**config.mk**
```make
export PLATFORM = sky130hd
export DESIGN_NAME = serial_chunk_adder
export DESIGN_NICKNAME = d
export VERILOG_FILES = /design/src/rtl/serial_chunk_adder_pkg.sv /design/src/rtl/serial_chunk_adder_fa.sv /design/src/rtl/serial_chunk_adder.sv
export SDC_FILE = /design/constraint.sdc
export NUM_CORES = 1
export LEC_CHECK = 0
export CORE_ASPECT_RATIO = 0.6
export CORE_MARGIN = 2
export CORE_UTILIZATION = 55
export CTS_CLUSTER_DIAMETER = 30
export DETAILED_ROUTE_END_ITERATION = 6
export DONT_BUFFER_PORTS = 1
export GPL_ROUTABILITY_DRIVEN = 0
export GPL_TIMING_DRIVEN = 0
export PLACE_DENSITY = 0.7
export SYNTH_ARGS = -nofsm -noshare
export SYNTH_HDL_FRONTEND = slang
export SYNTH_SLANG_ARGS = --single-unit
export TNS_END_PERCENT = 10
```
**constraint.sdc**
```tcl
create_clock -name clk -period 3.34 [get_ports clk]
set_clock_uncertainty 0.2 [all_clocks]
set_input_delay 0.334 -clock clk [delete_from_list [all_inputs] [get_ports clk]]
set_output_delay 0.334 -clock clk [all_outputs]
set_load 0.01 [all_outputs]
```
**src/rtl/serial_chunk_adder_pkg.sv**
```systemverilog
// rtl/serial_chunk_adder_pkg.sv - shared types and helpers for serial_chunk_adder
//
// Purpose: FSM state encoding and the counter-width helper used by the
//          serial adder top.
// Ports:   none (package)

package serial_chunk_adder_pkg;

  typedef enum logic {
    ST_IDLE = 1'b0,
    ST_RUN  = 1'b1
  } state_e;

  // Bits needed to count 0..n-1. Never returns less than 1, so a
  // single-chunk configuration still gets a legal counter.
  function automatic int clog2_min1(input int n);
    int r;
    r = 0;
    while ((1 << r) < n) r++;
    return (r < 1) ? 1 : r;
  endfunction

endpackage

```
**src/rtl/serial_chunk_adder_fa.sv**
```systemverilog
// rtl/serial_chunk_adder_fa.sv - gate-level half and full adder cells
//
// Purpose: single-bit adder cells forming the ripple chain of the serial adder.
// Ports (half_adder): a_i, b_i -> s_o (sum), co_o (carry)
// Ports (full_adder): a_i, b_i, ci_i -> s_o (sum), co_o (carry)

module half_adder (
  input  logic a_i,
  input  logic b_i,
  output logic s_o,
  output logic co_o
);
  assign s_o  = a_i ^ b_i;
  assign co_o = a_i & b_i;
endmodule

module full_adder (
  input  logic a_i,
  input  logic b_i,
  input  logic ci_i,
  output logic s_o,
  output logic co_o
);
  logic s1;
  logic c1;
  logic c2;

  half_adder u_ha0 (.a_i(a_i), .b_i(b_i),  .s_o(s1),  .co_o(c1));
  half_adder u_ha1 (.a_i(s1),  .b_i(ci_i), .s_o(s_o), .co_o(c2));

  assign co_o = c1 | c2;
endmodule

```
**src/rtl/serial_chunk_adder.sv**
```systemverilog
// rtl/serial_chunk_adder.sv - multi-cycle adder, CHUNK bits per clock
//
// Purpose: computes {cout,sum} = a + b + cin over WIDTH/CHUNK cycles using a
//          ripple chain of CHUNK full adders, with a start/busy/done handshake.
// Ports:
//   clk   in  1      clock, rising edge
//   rst   in  1      synchronous reset, active-high
//   start in  1      capture a, b, cin (accepted only when busy=0)
//   a     in  WIDTH  operand A
//   b     in  WIDTH  operand B
//   cin   in  1      carry-in
//   busy  out 1      add in progress
//   done  out 1      one-cycle pulse when sum/cout become valid
//   sum   out WIDTH  result, held until the next accepted start
//   cout  out 1      final carry-out, held with sum

module serial_chunk_adder
  import serial_chunk_adder_pkg::*;
#(
  parameter int WIDTH = 8,
  parameter int CHUNK = 1
) (
  input  logic             clk,
  input  logic             rst,
  input  logic             start,
  input  logic [WIDTH-1:0] a,
  input  logic [WIDTH-1:0] b,
  input  logic             cin,
  output logic             busy,
  output logic             done,
  output logic [WIDTH-1:0] sum,
  output logic             cout
);

  localparam int NCHUNK = WIDTH / CHUNK;
  localparam int CNT_W  = clog2_min1(NCHUNK);

  state_e             state_q;
  logic [WIDTH-1:0]   a_q;
  logic [WIDTH-1:0]   b_q;
  logic [WIDTH-1:0]   sum_q;
  logic               carry_q;
  logic [CNT_W-1:0]   cnt_q;
  logic               busy_q;
  logic               done_q;
  logic               cout_q;

  logic [WIDTH-1:0]   a_d;
  logic [WIDTH-1:0]   b_d;
  logic [WIDTH-1:0]   sum_d;
  logic [WIDTH-1:0]   chunk_ext;
  logic [CHUNK-1:0]   chain_sum;
  logic [CHUNK:0]     carry_chain;
  logic               chain_co;
  logic               last_chunk;

  // Ripple chain over the low CHUNK bits of the operand shift registers.
  assign carry_chain[0] = carry_q;

  for (genvar i = 0; i < CHUNK; i++) begin : g_chain
    full_adder u_fa (
      .a_i (a_q[i]),
      .b_i (b_q[i]),
      .ci_i(carry_chain[i]),
      .s_o (chain_sum[i]),
      .co_o(carry_chain[i+1])
    );
  end

  assign chain_co   = carry_chain[CHUNK];
  assign last_chunk = (cnt_q == CNT_W'(NCHUNK - 1));

  // Results enter from the MSB side so that after NCHUNK shifts the first
  // (least significant) chunk has reached bit 0. Written with shifts rather
  // than slices so CHUNK == WIDTH needs no special case.
  always_comb begin
    chunk_ext                = '0;
    chunk_ext[CHUNK-1:0]     = chain_sum;
    a_d                      = a_q >> CHUNK;
    b_d                      = b_q >> CHUNK;
    sum_d                    = (chunk_ext << (WIDTH - CHUNK)) | (sum_q >> CHUNK);
  end

  always_ff @(posedge clk) begin
    if (rst) begin
      state_q <= ST_IDLE;
      a_q     <= '0;
      b_q     <= '0;
      sum_q   <= '0;
      carry_q <= 1'b0;
      cnt_q   <= '0;
      busy_q  <= 1'b0;
      done_q  <= 1'b0;
      cout_q  <= 1'b0;
    end else begin
      done_q <= 1'b0;
      case (state_q)
        ST_IDLE: begin
          if (start) begin
            a_q     <= a;
            b_q     <= b;
            carry_q <= cin;
            cnt_q   <= '0;
            sum_q   <= '0;
            busy_q  <= 1'b1;
            state_q <= ST_RUN;
          end
        end
        ST_RUN: begin
          // start is deliberately not looked at here: in-flight operands
          // must not be disturbed.
          a_q     <= a_d;
          b_q     <= b_d;
          sum_q   <= sum_d;
          carry_q <= chain_co;
          cnt_q   <= cnt_q + CNT_W'(1);
          if (last_chunk) begin
            cout_q  <= chain_co;
            done_q  <= 1'b1;
            busy_q  <= 1'b0;
            state_q <= ST_IDLE;
          end
        end
      endcase
    end
  end

  assign busy = busy_q;
  assign done = done_q;
  assign sum  = sum_q;
  assign cout = cout_q;

endmodule

```
==> results_dict.tcl, run 1 <==
set metrics [dict create \
    status "finished clean" \
    die_h_um 44.3 \
    ant_nets 0 \
    worstRegToRegCells 4 \
    worstHoldEndpoint "a_q[7]$_SDFFE_PP0P_" \
    startpoint_type "flip-flop" \
    maxCapViolCount 0 \
    fillerInstances 200 \
    worst_slack_ps 1920 \
    ys_types 22 \
    numClockSinks 32 \
    crit_arrival_ps 1430 \
    cts_buffers 5 \
    ir_drop_mv 0.248 \
    synth_seq_area_share_pct 43.0 \
    viasPerCell 5.67 \
    drive_gt1_share_pct 17.2 \
    post-route-util_pct 63.7 \
    synth.avg_cell_area_um2 10.4 \
    yosysTopAreaCell "dfxtp_1" \
    synth_top_area_share_pct 43.0 \
    syn_to_final_growth_pct 8.56 \
    reg2reg_to "carry_q$_SDFFE_PP0P_" \
    tightest_slew_ps 592 \
    cp.required_ps 3350 \
    syn_inst 143 \
    start_util_pct 58.7 \
    ys.warnings.count 0 \
    ys_ff_latch 32 \
    root_buffer "clkbuf_8" \
    drtPass1Iterations 4 \
    clkLatencyLatePin_ps 280 \
    post-cts-setup-buffer-count 0 \
    track_usage_pct 20.8 \
    p_leak_nw 0.631 \
    slew_violations 0 \
    dieArea_mm2 0.00316 \
    antenna_found_initial 0 \
    drcViolationCount 0 \
    grt_first_pass_wirelength_um 4800 \
    cpMaxStageDelayCell "fa_1" \
    crit_type "reg -> reg" \
    fmax_mhz 706 \
    io_pins 31 \
    first_iter_violations 21 \
    routedWlPerCell_um 15.5 \
    setup_viol 0 \
    worstHoldStart "a[7]" \
    worstHoldPathCells 2 \
    row_count 14 \
    fin_crit_sh_pct 42.4 \
    post-place-ws_ps 1930 \
    core-area_mm2 0.00254 \
    synth_fp_nets 167 \
    synth_area_leaders "dfxtp_1 43%, mux2i_1 11%, a211oi_2 7.6%" \
    hold_viol 0 \
    fin_setup_tns_ps 0 \
    r2r_slack_ps 1920 \
    grt_max_degree 11 \
    relSlewSlack_pct 60.6 \
    vias 1038 \
    nNetsFinal 175 \
    critPathCaptureType "flip-flop" \
    power_w 0.000790 \
    num_antenna_cells 0 \
    cts_tree "yes" \
    routed_wirelength_um 2840 \
    port-buffer-count 0 \
    syn_area_mm2 0.00149 \
    worstPathMaxFanout 2 \
    r2r_start "carry_q$_SDFFE_PP0P_" \
    p_per_area_mw_per_mm2 488 \
    grt_pass1_vias 998 \
    period_needed_ps 1420 \
    crit_path_cell_trace "inv_1 -> fa_1 -> a21o_1 -> a21oi_1" \
    hold_class "in -> reg" \
    clk_pin_slew_ps 60 \
    dpl.hpwl_um 2000 \
    overflow 0 \
    cts_max_level 2 \
    fp.dieW_um 71.2 \
    rsz0062_at_grt "no" \
    slowest_delay_ps 450 \
    cts.path.max_buffers 2 \
    design_area_mm2 0.00162 \
    post_dp_cell_area_mm2 0.00153 \
]
## area by class of cell
cell class	count	area [um^2]	share of cell area, %
plain buffers	12	95.1	5.88
clock buffers	6	72.6	4.49
clock inverters	1	5.00	0.309
inverters	4	15.0	0.928
multi-input cells	95	739	45.7
flip-flops and latches	32	641	39.6
well taps	32	40.0	2.47
repair buffers	1	10.0	0.619
## cells in the mapped netlist
library cell	n
a21bo_1	1
a21o_1	1
fa_1	1
buf_1	1
nor2b_1	14
a311oi_1	1
nor3_1	2
dfxtp_1	32
or3b_1	11
nand2b_1	3
clkbuf_1	1
ha_1	3
inv_1	3
nor2_1	2
a21oi_1	14
nand2_1	10
inv_2	1
a211oi_1	6
a211oi_2	9
mux2i_1	17
buf_6	6
buf_2	4
## how the worst max path moves through the flow
| stage | to | start | slack (ps) |
|---|---|---|---|
| final | carry_q$_SDFFE_PP0P_ | carry_q$_SDFFE_PP0P_ | 1920 |
| after detailed placement | carry_q$_SDFFE_PP0P_ | carry_q$_SDFFE_PP0P_ | 1930 |
| after global routing | carry_q$_SDFFE_PP0P_ | carry_q$_SDFFE_PP0P_ | 1890 |
| after global placement | sum[7]$_SDFFE_PP0P_ | carry_q$_SDFFE_PP0P_ | 1980 |
| after CTS | carry_q$_SDFFE_PP0P_ | carry_q$_SDFFE_PP0P_ | 1920 |
| after floorplan | sum[7]$_SDFFE_PP0P_ | carry_q$_SDFFE_PP0P_ | 2020 |
## flip-flops by register name, indices dropped and copies added, names as in the netlist
register  count
cnt_q         3
busy          1
carry_q       1
cout          1
b_q           8
sum           8
done          1
state_q       1
a_q           8
## worst max-delay path: cells and delay by family (launching register included)
kind            cells  cell delay, ps
buf+inv             1              60
compound gates      2             310
flops               1             330
fa+ha+maj           1             450
## power by group
part           internal, W  switching [W]  leakage, nW  total [W]
clock             0.000141       0.000133       0.0410   0.000275
sequential        0.000403      0.0000134        0.263   0.000417
combinational    0.0000467      0.0000514        0.328  0.0000981
total             0.000591       0.000198        0.631   0.000790
## what timing repair did
action	in CTS	in global routing
hold endpoints to repair	2	0
hold buffers	1	0
resized for setup	0	0
## cells in the final DEF (no fill, tap or decap), types with 3 or more instances in the layout
cell	instances
or3b_1	11
inv_1	3
nand2_1	10
ha_1	3
dfxtp_1	32
nand2b_1	3
nor2b_1	14
a211oi_2	9
mux2i_1	17
a21oi_1	14
buf_6	6
buf_2	4
clkbuf_8	5
a211oi_1	6
## metal layers
metal	GRT usage (%)	wire length, um	vias up
li1	-	-	514
met1	27.2	1370	491
met2	29.4	1170	26
met3	8.66	240	7
met4	11.3	53	0
met5	0	0	-
## cells by family (layout without fill, tap and decap cells)
family / after synthesis / after routing / synth area share [%]
AOI/OAI and AO/OA: 32 / 32 / 17.0
buffers and inverters: 16 / 24 / 7.39
DFF: 32 / 32 / 43.0
and+or+nand+nor: 42 / 42 / 17.3
muxes: 17 / 17 / 11.4
adders and majority gates: 4 / 4 / 3.86
## through the flow
stage / instances / hold slack, ps
final: 183 / 64.6
after global routing: 183 / 55.6
after CTS: 183 / 62.9
after detailed placement: 175 / 209
after global placement: 175 / 212
after floorplan: 143 / 206
Note: power is estimated with default switching activity, not from simulation.
==> run 2, diff against run 1 <==
- clock period: 3.34 -> 1.4 ns (I/O delays scaled with it)
==> run 2 against run 1 <==
Worst setup slack worse by 1900 ps. Count of clock-buffer cells in the layout unchanged. Global-route usage up 1.1 points. Flip-flop and latch count unchanged. First-iteration DRC count up 38%. Critical endpoint is now sum[7]$_SDFFE_PP0P_. Largest power group unchanged.
==> results_dict.tcl, run 2 (synthesized netlist as in run 1, its figures left out) <==
set metrics [dict create \
    mostFrequentLayoutCell "dfxtp_1" \
    cpMaxStageDelayCell "fa_2" \
    numClockSinks 32 \
    drcViolationCount 0 \
    critPathCaptureType "flip-flop" \
    viasPerCell 5.44 \
    cts.path.max_buffers 2 \
    worst_hold_slack_ps 0.330 \
    ant_nets 0 \
    slowest_delay_ps 550 \
    vias 1099 \
    die_h_um 44.3 \
    clkLatencyLatePin_ps 280 \
    track_usage_pct 22.0 \
    post-cts-setup-buffer-count 0 \
    cts_tree "yes" \
    crit_arrival_ps 1360 \
    post-route-util_pct 72.5 \
    slew_violations 0 \
    design_area_mm2 0.00184 \
    worstRegToRegCells 4 \
    clk_pin_slew_ps 60 \
    routedWlPerCell_um 15.2 \
    startpoint_type "flip-flop" \
    post_dp_cell_area_mm2 0.00153 \
    routed_wirelength_um 3060 \
    overflow 0 \
    first_iter_violations 29 \
    core-area_mm2 0.00254 \
    num_antenna_cells 0 \
    root_buffer "clkbuf_8" \
    port-buffer-count 0 \
    dieArea_mm2 0.00316 \
    worstPathMaxFanout 2 \
    cp.required_ps 1370 \
    tightest_slew_ps 572 \
    grt_first_pass_wirelength_um 5060 \
    fin_crit_sh_pct 99.5 \
    fmax_mhz 718 \
    cts_buffers 5 \
    rsz0062_at_grt "yes" \
    drtPass1Iterations 4 \
    hold_viol 0 \
    drive_gt1_share_pct 22.9 \
    worstHoldStart "start" \
    worstHoldPathCells 3 \
    crit_path_cell_trace "inv_2 -> fa_2 -> nand2b_4 -> a21oi_2" \
    setup_viol 0 \
    fin_setup_tns_ps 0 \
    period_needed_ps 1390 \
    p_per_area_mw_per_mm2 1060 \
    reg2reg_to "sum[7]$_SDFFE_PP0P_" \
    relSlewSlack_pct 61.8 \
    cts_max_level 2 \
    crit_type "reg -> reg" \
    place_inst 175 \
    io_pins 31 \
    start_util_pct 58.7 \
    worstHoldEndpoint "cnt_q[0]$_SDFFE_PP0P_" \
    ir_drop_mv 0.588 \
    final_cell_mix "28 x dfxtp_1, 19 x dlygate4sd3_1, 17 x mux2i_1" \
    grt_pass1_vias 1050 \
    fin_cells 202 \
    status "finished clean" \
    grt_max_degree 11 \
    fillerInstances 170 \
    fp.dieW_um 71.2 \
    dpl.hpwl_um 2000 \
    p_leak_nw 0.721 \
    nNetsFinal 194 \
    syn_to_final_growth_pct 23.6 \
    antenna_found_initial 0 \
    r2r_slack_ps 7 \
    r2r_start "b_q[0]$_SDFFE_PP0P_" \
    hold_class "in -> reg" \
    maxCapViolCount 0 \
    row_count 14 \
]
run 2: through the flow:
step                      power [W]  worst slack (ps)
after global placement      0.00124              35.7
after global routing        0.00204             -15.7
after CTS                   0.00195              8.18
after detailed placement    0.00125             -5.99
after floorplan             0.00120              79.0
final                       0.00195              7.16
run 2: worst max path at each step:
stage                                    start              endpoint  slack (ps)  cells after the start
after floorplan           carry_q$_SDFFE_PP0P_   sum[7]$_SDFFE_PP0P_          80                      4
after global placement    carry_q$_SDFFE_PP0P_   sum[7]$_SDFFE_PP0P_          40                      4
after detailed placement  carry_q$_SDFFE_PP0P_  carry_q$_SDFFE_PP0P_          -6                      4
after CTS                 carry_q$_SDFFE_PP0P_   sum[7]$_SDFFE_PP0P_           8                      4
after global routing       b_q[0]$_SDFFE_PP0P_   sum[7]$_SDFFE_PP0P_         -20                      4
final                      b_q[0]$_SDFFE_PP0P_   sum[7]$_SDFFE_PP0P_           7                      4
run 2: layer usage:
layer	up-vias	track usage, %	share of wire [%]
li1	552	-	-
met1	518	28.2	50
met2	23	33.0	42
met3	6	7.97	6.1
met4	0	11.3	1.4
met5	-	0	0
run 2: repair_timing:
| item | in CTS | in global routing |
|---|---|---|
| pin swaps | 0 | 2 |
| hold buffers | 20 | 0 |
| gates cloned | 0 | 0 |
| endpoints found under the setup margin | 1 | 7 |
| resized for setup | 2 | 12 |
| endpoints found under the hold margin | 30 | 0 |
run 2: layout make-up:
| cell class | count | area (um^2) | area share [%] |
|---|---|---|---|
| multi-input combinational | 95 | 766 | 41.6 |
| tap | 32 | 40.0 | 2.17 |
| inverter | 4 | 15.0 | 0.815 |
| timing repair buffer | 20 | 203 | 11.0 |
| buffer | 12 | 95.1 | 5.16 |
| clock buffer | 6 | 72.6 | 3.94 |
| sequential | 32 | 646 | 35.1 |
| clock inverter | 1 | 5.00 | 0.272 |
run 2: where the power goes:
| group | leakage, nW | switching, W | internal (W) |
|---|---|---|---|
| registers | 0.264 | 0.0000328 | 0.000964 |
| clock network | 0.0410 | 0.000321 | 0.000337 |
| logic | 0.416 | 0.000138 | 0.000155 |
run 2: critical path: cells and delay by family (launching register included):
kind / cells / cell delay (ps)
adders and majority gates: 1 / 550
AOI/OAI and AO/OA: 1 / 40
buffers and inverters: 1 / 40
DFF: 1 / 330
and+or+nand+nor: 1 / 120
==> run 3, diff against run 2 <==
- CORE_UTILIZATION: 55 -> 60
- PLACE_DENSITY: 0.7 -> 0.76
==> run 3 against run 2 <==
Combinational power about the same. Count of clock-buffer cells in the layout grew 1. Largest power group unchanged. Sequential share of layout area decreased by 0.59 points. Maximum frequency is 0.42% lower. Worst setup slack got worse by 5.9 ps. Non-clock buffer count is the same. Cell area increased by 1.7%. Flip-flop and latch count is the same. Global-route usage grew 2.8 points.
==> results_dict.tcl, run 3 (synthesized netlist as in run 1, its figures left out) <==
set metrics [dict create \
    cp.required_ps 1360 \
    mostFrequentLayoutCell "dfxtp_1" \
    cts.path.max_buffers 2 \
    p_per_area_mw_per_mm2 1090 \
    drive_gt1_share_pct 24.7 \
    worstRegToRegCells 4 \
    hold_viol 0 \
    antenna_found_initial 0 \
    crit_path_cell_trace "inv_2 -> fa_2 -> nand2b_1 -> a21oi_1" \
    cts_buffers 5 \
    io_pins 31 \
    die_h_um 42.6 \
    grt_first_pass_wirelength_um 5300 \
    post-cts-setup-buffer-count 0 \
    clkLatencyLatePin_ps 280 \
    start_util_pct 65.9 \
    p_leak_nw 0.725 \
    core-area_mm2 0.00226 \
    slowest_delay_ps 550 \
    ir_drop_mv 0.832 \
    startpoint_type "flip-flop" \
    cpMaxStageDelayCell "fa_2" \
    first_iter_violations 35 \
    cts_tree "yes" \
    fmax_mhz 715 \
    routedWlPerCell_um 16.3 \
    root_buffer "clkbuf_8" \
    grt_max_degree 11 \
    worstPathMaxFanout 2 \
    vias 1131 \
    port-buffer-count 0 \
    dpl.hpwl_um 2100 \
    critPathTopFamily "adder cells" \
    final_cell_mix "28 x dfxtp_1, 19 x dlygate4sd3_1, 17 x mux2i_1" \
    rsz0062_at_grt "yes" \
    maxCapViolCount 0 \
    fp.dieW_um 68.3 \
    status "finished clean" \
    worstHoldPathCells 3 \
    slew_violations 0 \
    grt_pass1_vias 1139 \
    drcViolationCount 0 \
    syn_to_final_growth_pct 25.7 \
    fin_crit_sh_pct 99.9 \
    row_count 13 \
    nNetsFinal 194 \
    num_antenna_cells 0 \
    cts_max_level 2 \
    clk_pin_slew_ps 60 \
    relSlewSlack_pct 61.7 \
    fin_setup_tns_ps 0 \
    crit_arrival_ps 1360 \
    crit_type "reg -> reg" \
    numClockSinks 32 \
    critPathBufInv 1 \
    period_needed_ps 1400 \
    hold_class "in -> reg" \
    cp.depth 4 \
    tightest_slew_ps 575 \
    viasPerCell 5.66 \
    track_usage_pct 24.7 \
    overflow 0 \
    drtPass1Iterations 4 \
    setup_viol 0 \
    ant_nets 0 \
    routed_wirelength_um 3270 \
    worst_hold_slack_ps 30.7 \
    critPathCaptureType "flip-flop" \
    dieArea_mm2 0.00291 \
]
==> run 3: final timing paths <==
path,start,end,slack (ps)
setup / recovery,carry_q$_SDFFE_PP0P_,sum[7]$_SDFFE_PP0P_,1
hold / removal,start,cnt_q[0]$_SDFFE_PP0P_,30
setup reg to reg,carry_q$_SDFFE_PP0P_,sum[7]$_SDFFE_PP0P_,1
hold reg to reg,a_q[1]$_SDFFE_PP0P_,a_q[0]$_SDFFE_PP0P_,310
==> run 3: area by class of cell <==
cell class / instances / area (um^2)
fillers: 141 / 388
multi-input cells: 95 / 781
repair buffers: 20 / 203
inverters: 4 / 15.0
clock buffers: 7 / 96.3
plain buffers: 12 / 95.1
well taps: 30 / 37.5
flip-flops and latches: 32 / 646
==> run 3: timing repair <==
item                                    in CTS  in global routing
endpoints found under the setup margin       3                 11
pin swaps                                    1                  0
hold buffers                                20                  0
endpoints found under the hold margin       30                  0
resized for setup                            4                 13
gates cloned                                 0                  0
==> run 3: power by group <==
part	leakage (nW)	switching [W]	internal (W)
Sequential	0.264	0.0000335	0.000964
Combinational	0.411	0.000143	0.000151
Clock	0.0503	0.000315	0.000437
Total	0.725	0.000492	0.00155
==> run 3: stage by stage <==
step | cell area [um^2] | setup WS [ps] | instances | utilization (%) | power (W)
6_report | 1870 | 1.30 | 200 | 82.8 | 0.00204
4_1_cts | 1830 | -2.05 | 200 | 81.0 | 0.00203
5_1_grt | 1870 | -27.4 | 200 | 82.8 | 0.00213
2_1_floorplan | 1490 | 79.0 | 143 | - | 0.00120
3_3_place_gp | 1530 | 24.6 | 173 | 67.6 | 0.00124
3_5_place_dp | 1530 | -4.55 | 173 | 67.6 | 0.00125
==> run 3: metal layers <==
layer	track usage [%]	vias up	routed length, um
li1	-	557	-
met1	34.6	541	1620
met2	37.3	30	1460
met3	7.26	3	179
met4	6.00	0	10
met5	0	-	0
==> run 3: tightest hold or removal path, delay by kind of cell <==
| family | cells | cell delay (ps) |
|---|---|---|
| buffers and inverters | 1 | 140 |
| and+or+nand+nor | 1 | 130 |
| AOI/OAI and AO/OA | 1 | 60 |
